==> config.mk <==
export PLATFORM = sky130hd
export DESIGN_NAME = arb_req_agent
export DESIGN_NICKNAME = d
export VERILOG_FILES = /design/src/rtl/arb_req_agent.sv
export SDC_FILE = /design/constraint.sdc
export NUM_CORES = 1
export LEC_CHECK = 0
export CAP_MARGIN = 30
export CORE_MARGIN = 2
export CORE_UTILIZATION = 25
export CTS_CLUSTER_SIZE = 16
export DETAILED_ROUTE_END_ITERATION = 8
export GPL_ROUTABILITY_DRIVEN = 0
export PLACE_DENSITY = 0.44
export SYNTH_ARGS = -nofsm -noshare
export SYNTH_HDL_FRONTEND = slang
export SYNTH_SLANG_ARGS = --single-unit
==> constraint.sdc <==
create_clock -name clk -period 2.1 [get_ports clk]
set_input_delay 0.63 -clock clk [delete_from_list [all_inputs] [get_ports clk]]
set_output_delay 0.63 -clock clk [all_outputs]
set_load 0.05 [all_outputs]
==> src/rtl/arb_req_agent.sv <==
// Requester-side agent for a round-robin arbiter: per-port FIFOs feed a request vector,
// and the granted head is moved into a single registered valid/ready output slot.
module arb_req_agent #(
  parameter int NUM_PORTS = 4,
  parameter int DATA_W    = 8,
  parameter int DEPTH     = 4
) (
  input  logic                                   clk,
  input  logic                                   reset_n,
  input  logic [NUM_PORTS-1:0]                   push_valid_i,
  input  logic [NUM_PORTS*DATA_W-1:0]            push_data_i,
  output logic [NUM_PORTS-1:0]                   push_ready_o,
  output logic [NUM_PORTS-1:0]                   req_o,
  input  logic [NUM_PORTS-1:0]                   gnt_i,
  output logic                                   out_valid_o,
  output logic [DATA_W-1:0]                      out_data_o,
  output logic [$clog2(NUM_PORTS)-1:0]           out_port_o,
  input  logic                                   out_ready_i,
  output logic [NUM_PORTS*($clog2(DEPTH)+1)-1:0] occ_o,
  output logic                                   err_o
);

  localparam int PW = $clog2(DEPTH);
  localparam int CW = PW + 1;
  localparam int IW = $clog2(NUM_PORTS);

  logic                 slot_free;
  logic                 gnt_legal;
  logic                 gnt_illegal;
  logic [IW-1:0]        gnt_idx;
  logic [NUM_PORTS-1:0] push;
  logic [NUM_PORTS-1:0] pop;
  logic [DATA_W-1:0]    head [NUM_PORTS];

  // Requests are withheld while the slot is occupied so the arbiter never
  // advances its mask on a grant that cannot be consumed.
  assign slot_free   = !out_valid_o || out_ready_i;
  assign gnt_legal   = $onehot(gnt_i) && ((gnt_i & ~req_o) == '0);
  assign gnt_illegal = (gnt_i != '0) && !gnt_legal;

  always_comb begin
    gnt_idx = '0;
    for (int i = 0; i < NUM_PORTS; i++) begin
      if (gnt_i[i]) gnt_idx = IW'(i);
    end
  end

  for (genvar gi = 0; gi < NUM_PORTS; gi++) begin : g_port
    logic [DATA_W-1:0] mem [DEPTH];
    logic [PW-1:0]     wr_ptr_reg;
    logic [PW-1:0]     rd_ptr_reg;
    logic [CW-1:0]     occ_reg;

    assign push_ready_o[gi]      = (occ_reg != CW'(DEPTH));
    assign req_o[gi]             = slot_free && (occ_reg != '0);
    assign push[gi]              = push_valid_i[gi] && push_ready_o[gi];
    assign pop[gi]               = gnt_legal && gnt_i[gi];
    assign head[gi]              = mem[rd_ptr_reg];
    assign occ_o[gi*CW +: CW]    = occ_reg;

    // Payload storage carries no reset; occupancy alone defines validity.
    always_ff @(posedge clk) begin
      if (push[gi]) mem[wr_ptr_reg] <= push_data_i[gi*DATA_W +: DATA_W];
    end

    always_ff @(posedge clk or negedge reset_n) begin
      if (!reset_n) begin
        wr_ptr_reg <= '0;
        rd_ptr_reg <= '0;
        occ_reg    <= '0;
      end else begin
        if (push[gi]) wr_ptr_reg <= wr_ptr_reg + PW'(1);
        if (pop[gi])  rd_ptr_reg <= rd_ptr_reg + PW'(1);
        if (push[gi] && !pop[gi])      occ_reg <= occ_reg + CW'(1);
        else if (pop[gi] && !push[gi]) occ_reg <= occ_reg - CW'(1);
      end
    end
  end

  always_ff @(posedge clk or negedge reset_n) begin
    if (!reset_n) begin
      out_valid_o <= 1'b0;
      out_data_o  <= '0;
      out_port_o  <= '0;
      err_o       <= 1'b0;
    end else begin
      if (gnt_legal) begin
        out_valid_o <= 1'b1;
        out_data_o  <= head[gnt_idx];
        out_port_o  <= gnt_idx;
      end else if (out_valid_o && out_ready_i) begin
        out_valid_o <= 1'b0;
      end
      if (gnt_illegal) err_o <= 1'b1;
    end
  end

endmodule

* Yosys cells after proc, flatten, opt, wreduce, memory -nomap -nowiden
Memory sizes are Yosys's and may differ from the RTL's. Index checks and enable logic that the tools add are counted. W data, S select, Z words.
Operators by class: reduce and logical (&&, ||, !) cells 45, bitwise operators 3, mux-type cells 24, shifts and indexed selects 0, multipliers 0, divide/modulo/power cells 0, add/subtract/negate cells 19, equality and inequality tests 5, magnitude comparators 1
Operators by type and width (count):
- $mux W3 | 8
- $logic_and A1 B1 Y1 | 23
- $add A2 B1 Y2 const B | 8
- $bmux W8 S2 | 1
- $mux W8 | 2
- $add A3 B1 Y3 const B | 4
- $ne A3 B3 Y1 const B | 4
- $reduce_bool A3 Y1 | 4
- $sub A3 B1 Y3 const B | 4
- $mux W1 | 11
- $logic_not A1 Y1 | 10
- $reduce_bool A2 Y1 | 5
- $add A1 B1 Y2 | 2
- $and A4 B4 Y4 | 1
- $logic_not A4 Y1 | 1
- $mux W2 | 2
- $not A4 Y4 | 1
- $reduce_bool A4 Y1 | 1
- $add A2 B2 Y3 | 1
- $eq A3 B1 Y1 const B | 1
- $ge A3 B3 Y1 const B | 1
- $not A2 Y3 | 1
- $logic_or A1 B1 Y1 | 1
Word-level totals: word-level logic and storage cells 117, memories kept 4, memory bits (writable) 128, bits of input ports 43, bits in read-only memories 0, output and inout bits 32, register bits 40, bits in latches 0
Memories:
- g_port[0].mem | words 4, width 8, rd ports 1, clocked after Yosys merged registers in 0, write ports 1, RTL line 49 | logic [DATA_W-1:0] mem [DEPTH];
- g_port[1].mem | words 4, width 8, rd ports 1, clocked after Yosys merged registers in 0, write ports 1, RTL line 49
- g_port[2].mem | words 4, width 8, rd ports 1, clocked after Yosys merged registers in 0, write ports 1, RTL line 49
- g_port[3].mem | words 4, width 8, rd ports 1, clocked after Yosys merged registers in 0, write ports 1, RTL line 49

* Longest topological paths before layout
word-level depth 11, mapped depth 16, depth with buffers taken out 14

* Least setup slack after synthesis
Ideal clock, no wire load.
kind input port to flip-flop, start input gnt_i[3], end register g_port[3].occ_reg[1], setup time 125 ps, cell stages on the path 14, data arrival time 3228 ps, data required time 1975 ps, path slack -1253 ps, cells stage by stage inv_1 -> clkbuf_1 -> fa_1 -> inv_1 -> ha_1 -> ha_1 -> nor2_1 -> o211a_1 -> buf_4 -> nand3_1 -> ha_1 -> inv_1 -> fa_1 -> mux2_2
On the way: cells in the longest elaborated chain, start to end 8
RTL lines:
- start: declaration | RTL line 14 | input logic [NUM_PORTS-1:0] gnt_i,
- $add A1 B1 Y2 (not written as such) | RTL line 38 | assign gnt_legal = $onehot(gnt_i) && ((gnt_i & ~req_o) == '0);
- $add A2 B2 Y3 (not written as such) | RTL line 38
- $eq A3 B1 Y1 | RTL line 38
- $logic_and A1 B1 Y1 | RTL line 38
- $logic_and A1 B1 Y1 (*) | RTL line 57 | assign pop[gi] = gnt_legal && gnt_i[gi];
- $logic_not A1 Y1 | RTL line 74 | if (push[gi] && !pop[gi]) occ_reg <= occ_reg + CW'(1);
- $logic_and A1 B1 Y1 | RTL line 74
- $mux W3 / $reduce_bool A2 Y1 (equally long branches)
- end signal: assignment | RTL line 74
- end signal: assignment | RTL line 75 | else if (pop[gi] && !push[gi]) occ_reg <= occ_reg - CW'(1);
- end: declaration | RTL line 52 | logic [CW-1:0] occ_reg;
Mark *: on every way between the ends. The rest lies on a longest branch, timed or not. A chain may end at the register's enable or synchronous reset.

* Final worst setup path
start input gnt_i[3], end register g_port[2].occ_reg[1]
On the way: cells in the longest elaborated chain, start to end 8
RTL lines (RTL line):
- $add A1 B1 Y2 (not written as such) | 38
- $add A2 B2 Y3 (not written as such) | 38
- $eq A3 B1 Y1 | 38
- $logic_and A1 B1 Y1 (*) | 38
- $logic_and A1 B1 Y1 (*) | 57
- $logic_not A1 Y1 | 74
- $logic_and A1 B1 Y1 | 74
- $mux W3 / $reduce_bool A2 Y1 (equally long branches)
- end signal: assignment | 74
- end signal: assignment | 75
- end: declaration | 52
Marks and branches as above.

==> results.toml <==
[status]
outcome = "finished, violations left"
violations = "setup timing"

[timing]
finalSetupViolCount = 34
finalCritPeriodShare_pct = 135
tightest_slew_ns = 0.874
finalClockSkew_ns = 0.00891
max_slew_margin_pct = 41.3
hold_viol = 0
fmax_mhz = 353
rsz0062_at_grt = "true"
setup_ws_ns = -0.735
fin_crit_ns = 2.83
tns_ns = -12.80
drv_slew = 0

[synthesis]
avgSynthCellArea_um2 = 17.7
synth_area_leaders = "edfxtp_1, dfrtp_1, mux4_2, ha_1, xnor2_1"
post-synth-top-count-cell = "edfxtp_1"
synth_nets = 470
ys_warn_count = 0
synth_edf_count = 128
ys_types = 33
ys_seq_elements = 168
yosysSeqAreaShare_pct = 68.7
post-synth-top-area-fraction_pct = 54.5
yosys-top-cells-count = "edfxtp_1, dfrtp_1, mux4_2"
netlist_area_um2 = 7050
synthArstFlopShare_pct = 23.8
synthCells = 399
yosys.area.top_type = "edfxtp_1"
synth_ff_type = "edfxtp_1"

[placement]
portBuffers = 74
placed_cells = 925
place_area_um2 = 9280
hpwl_um = 12100

[routing]
top_layer_used = "met4"
drt-vias-per-instance = 4.17
drcViolationCount = 0
first_pass_iters = 6
met3WireLength_um = 745
vias = 4069
drt_iter0_markers = 173
ant_nets = 0
met2WireLength_um = 8350
wl_um = 16600
post_drt_wl_per_cell_um = 17.0
met1_length_um = 7340

[floorplan]
initial_core_util_pct = 25.4
die_h_um = 172
coreArea_um2 = 27800
rows = 61
pin_count = 75
die_area_um2 = 29600
die_w_um = 172

[power]
powerDensity_nw_per_um2 = 1450
p_leak_uw = 0.00384
peakVddDrop_mv = 0.782
finalPower_uw = 14800

[clocking]
cts_max_level = 4
cts-root-buf = "clkbuf_16"
clk_latency_ns = 0.43
clk_path_buf_depth = 2
cts_tree = "done"
cts_buffers = 17
path_clk_slew_ns = 0.06
clock_sinks = 168

[finish]
area_delta_synth_final_pct = 44.2
drive_gt1_share_pct = 42.0
largest_register_ffs = 128
stdcell_count = 975
final_area_um2 = 10200
fillers = 2656
num_antenna_cells = 0
final_nets = 655

[global_route]
grt_pass1_vias = 4407
grt_overflow_total = 0
antenna_found_initial = 0
grt_max_degree = 41
grt_pass1_wl_um = 25400
grt_util_all_layers_pct = 11.9

[worst_setup_path]
crit_type = "in -> reg"
end_kind = "flip-flop"
cp_max_fo = 5
worstSetupStartpointType = "input port"
cp.arrival_ns = 3.14
crit_required_ns = 2.40

[hold_path]
hold_path.class = "in -> async"

[job]
drv_cap = 0
where the power goes:
group	switching [uW]	total [uW]	internal, uW	leakage (uW)
Clock	1330	2870	1540	0.000260
Combinational	3360	6840	3480	0.00194
Sequential	545	5060	4520	0.00164
per-stage QoR:
| step | worst slack [ns] | hold WS, ns | utilization [%] |
|---|---|---|---|
| global route | -0.794 | 0.321 | 36.6 |
| finish | -0.735 | 0.276 | 36.6 |
| global placement | -1.68 | 0.522 | 33.4 |
| floorplan | -1.05 | 0.334 | - |
| CTS | -0.743 | 0.298 | 36.2 |
| detailed placement | -1.76 | 0.506 | 33.4 |
cells by family (layout without fill, tap and decap cells):
family / Yosys count / count (layout) / share of synthesized area [%]
compound gates: 35 / 35 / 2.96
mux: 45 / 45 / 12.7
buf+inv: 31 / 228 / 2.06
fa+ha+maj: 28 / 28 / 5.50
xor+xnor: 24 / 24 / 2.98
flops: 168 / 168 / 68.7
simple gates: 68 / 69 / 5.08
metal layers:
metal / vias up / GRT usage [%]
li1: 1899 / -
met1: 2081 / 15.6
met2: 79 / 19.8
met3: 10 / 2.79
met4: 0 / 3.40
met5: - / 0
worst max-delay path: stages:
cell and delay (ns):
buf_12 0.09, inv_8 0.03, fa_1 0.52, inv_1 0.05, ha_2 0.17, ha_4 0.20
nor2_1 0.08, o211a_1 0.22, buf_12 0.15, nand3_4 0.09, ha_4 0.17, inv_2 0.05
fa_2 0.42, mux2_4 0.27
final cells by class:
type	instances	area, um2	share of cell area (%)
Sequential cell	168	4840	47.7
Multi-Input combinational cell	201	2280	22.5
Timing Repair Buffer	179	1950	19.1
Tap cell	378	473	4.65
Clock buffer	18	429	4.22
Clock inverter	14	113	1.11
Inverter	17	71.3	0.702
placed cells by master (no fill, tap or decap), types with 10 or more instances in the layout:
master,count
buf_6,29
clkdlybuf4s50_1,37
buf_12,32
nor2_1,17
xnor2_1,13
ha_1,17
mux4_2,32
mux2_4,13
edfxtp_1,128
clkbuf_16,17
inv_1,10
buf_4,79
dfrtp_1,40
and3_1,16
o21ai_0,14
final timing paths:
path                       slack [ns]  depth (start not counted)                       to     startpoint
setup / recovery                -0.73                         14     g_port[2].occ_reg[1]       gnt_i[3]
hold / removal                   0.28                          2  g_port[3].wr_ptr_reg[0]        reset_n
setup reg to reg                -0.26                         10     g_port[2].occ_reg[1]    out_valid_o
hold reg to reg                  0.52                          1            out_data_o[4]  out_data_o[4]
max in group asynchronous        1.41                          2                    err_o        reset_n
min in group clk                 0.52                          1            out_data_o[4]  out_data_o[4]
repair_timing:
action                     in CTS  in global routing
resized for setup              57                 14
setup buffers                  11                 15
cloned                          1                  0
pin swaps                      31                 17
setup endpoints to repair      38                 40
hold buffers                    0                  0
Note: power is estimated with default switching activity, not from simulation.
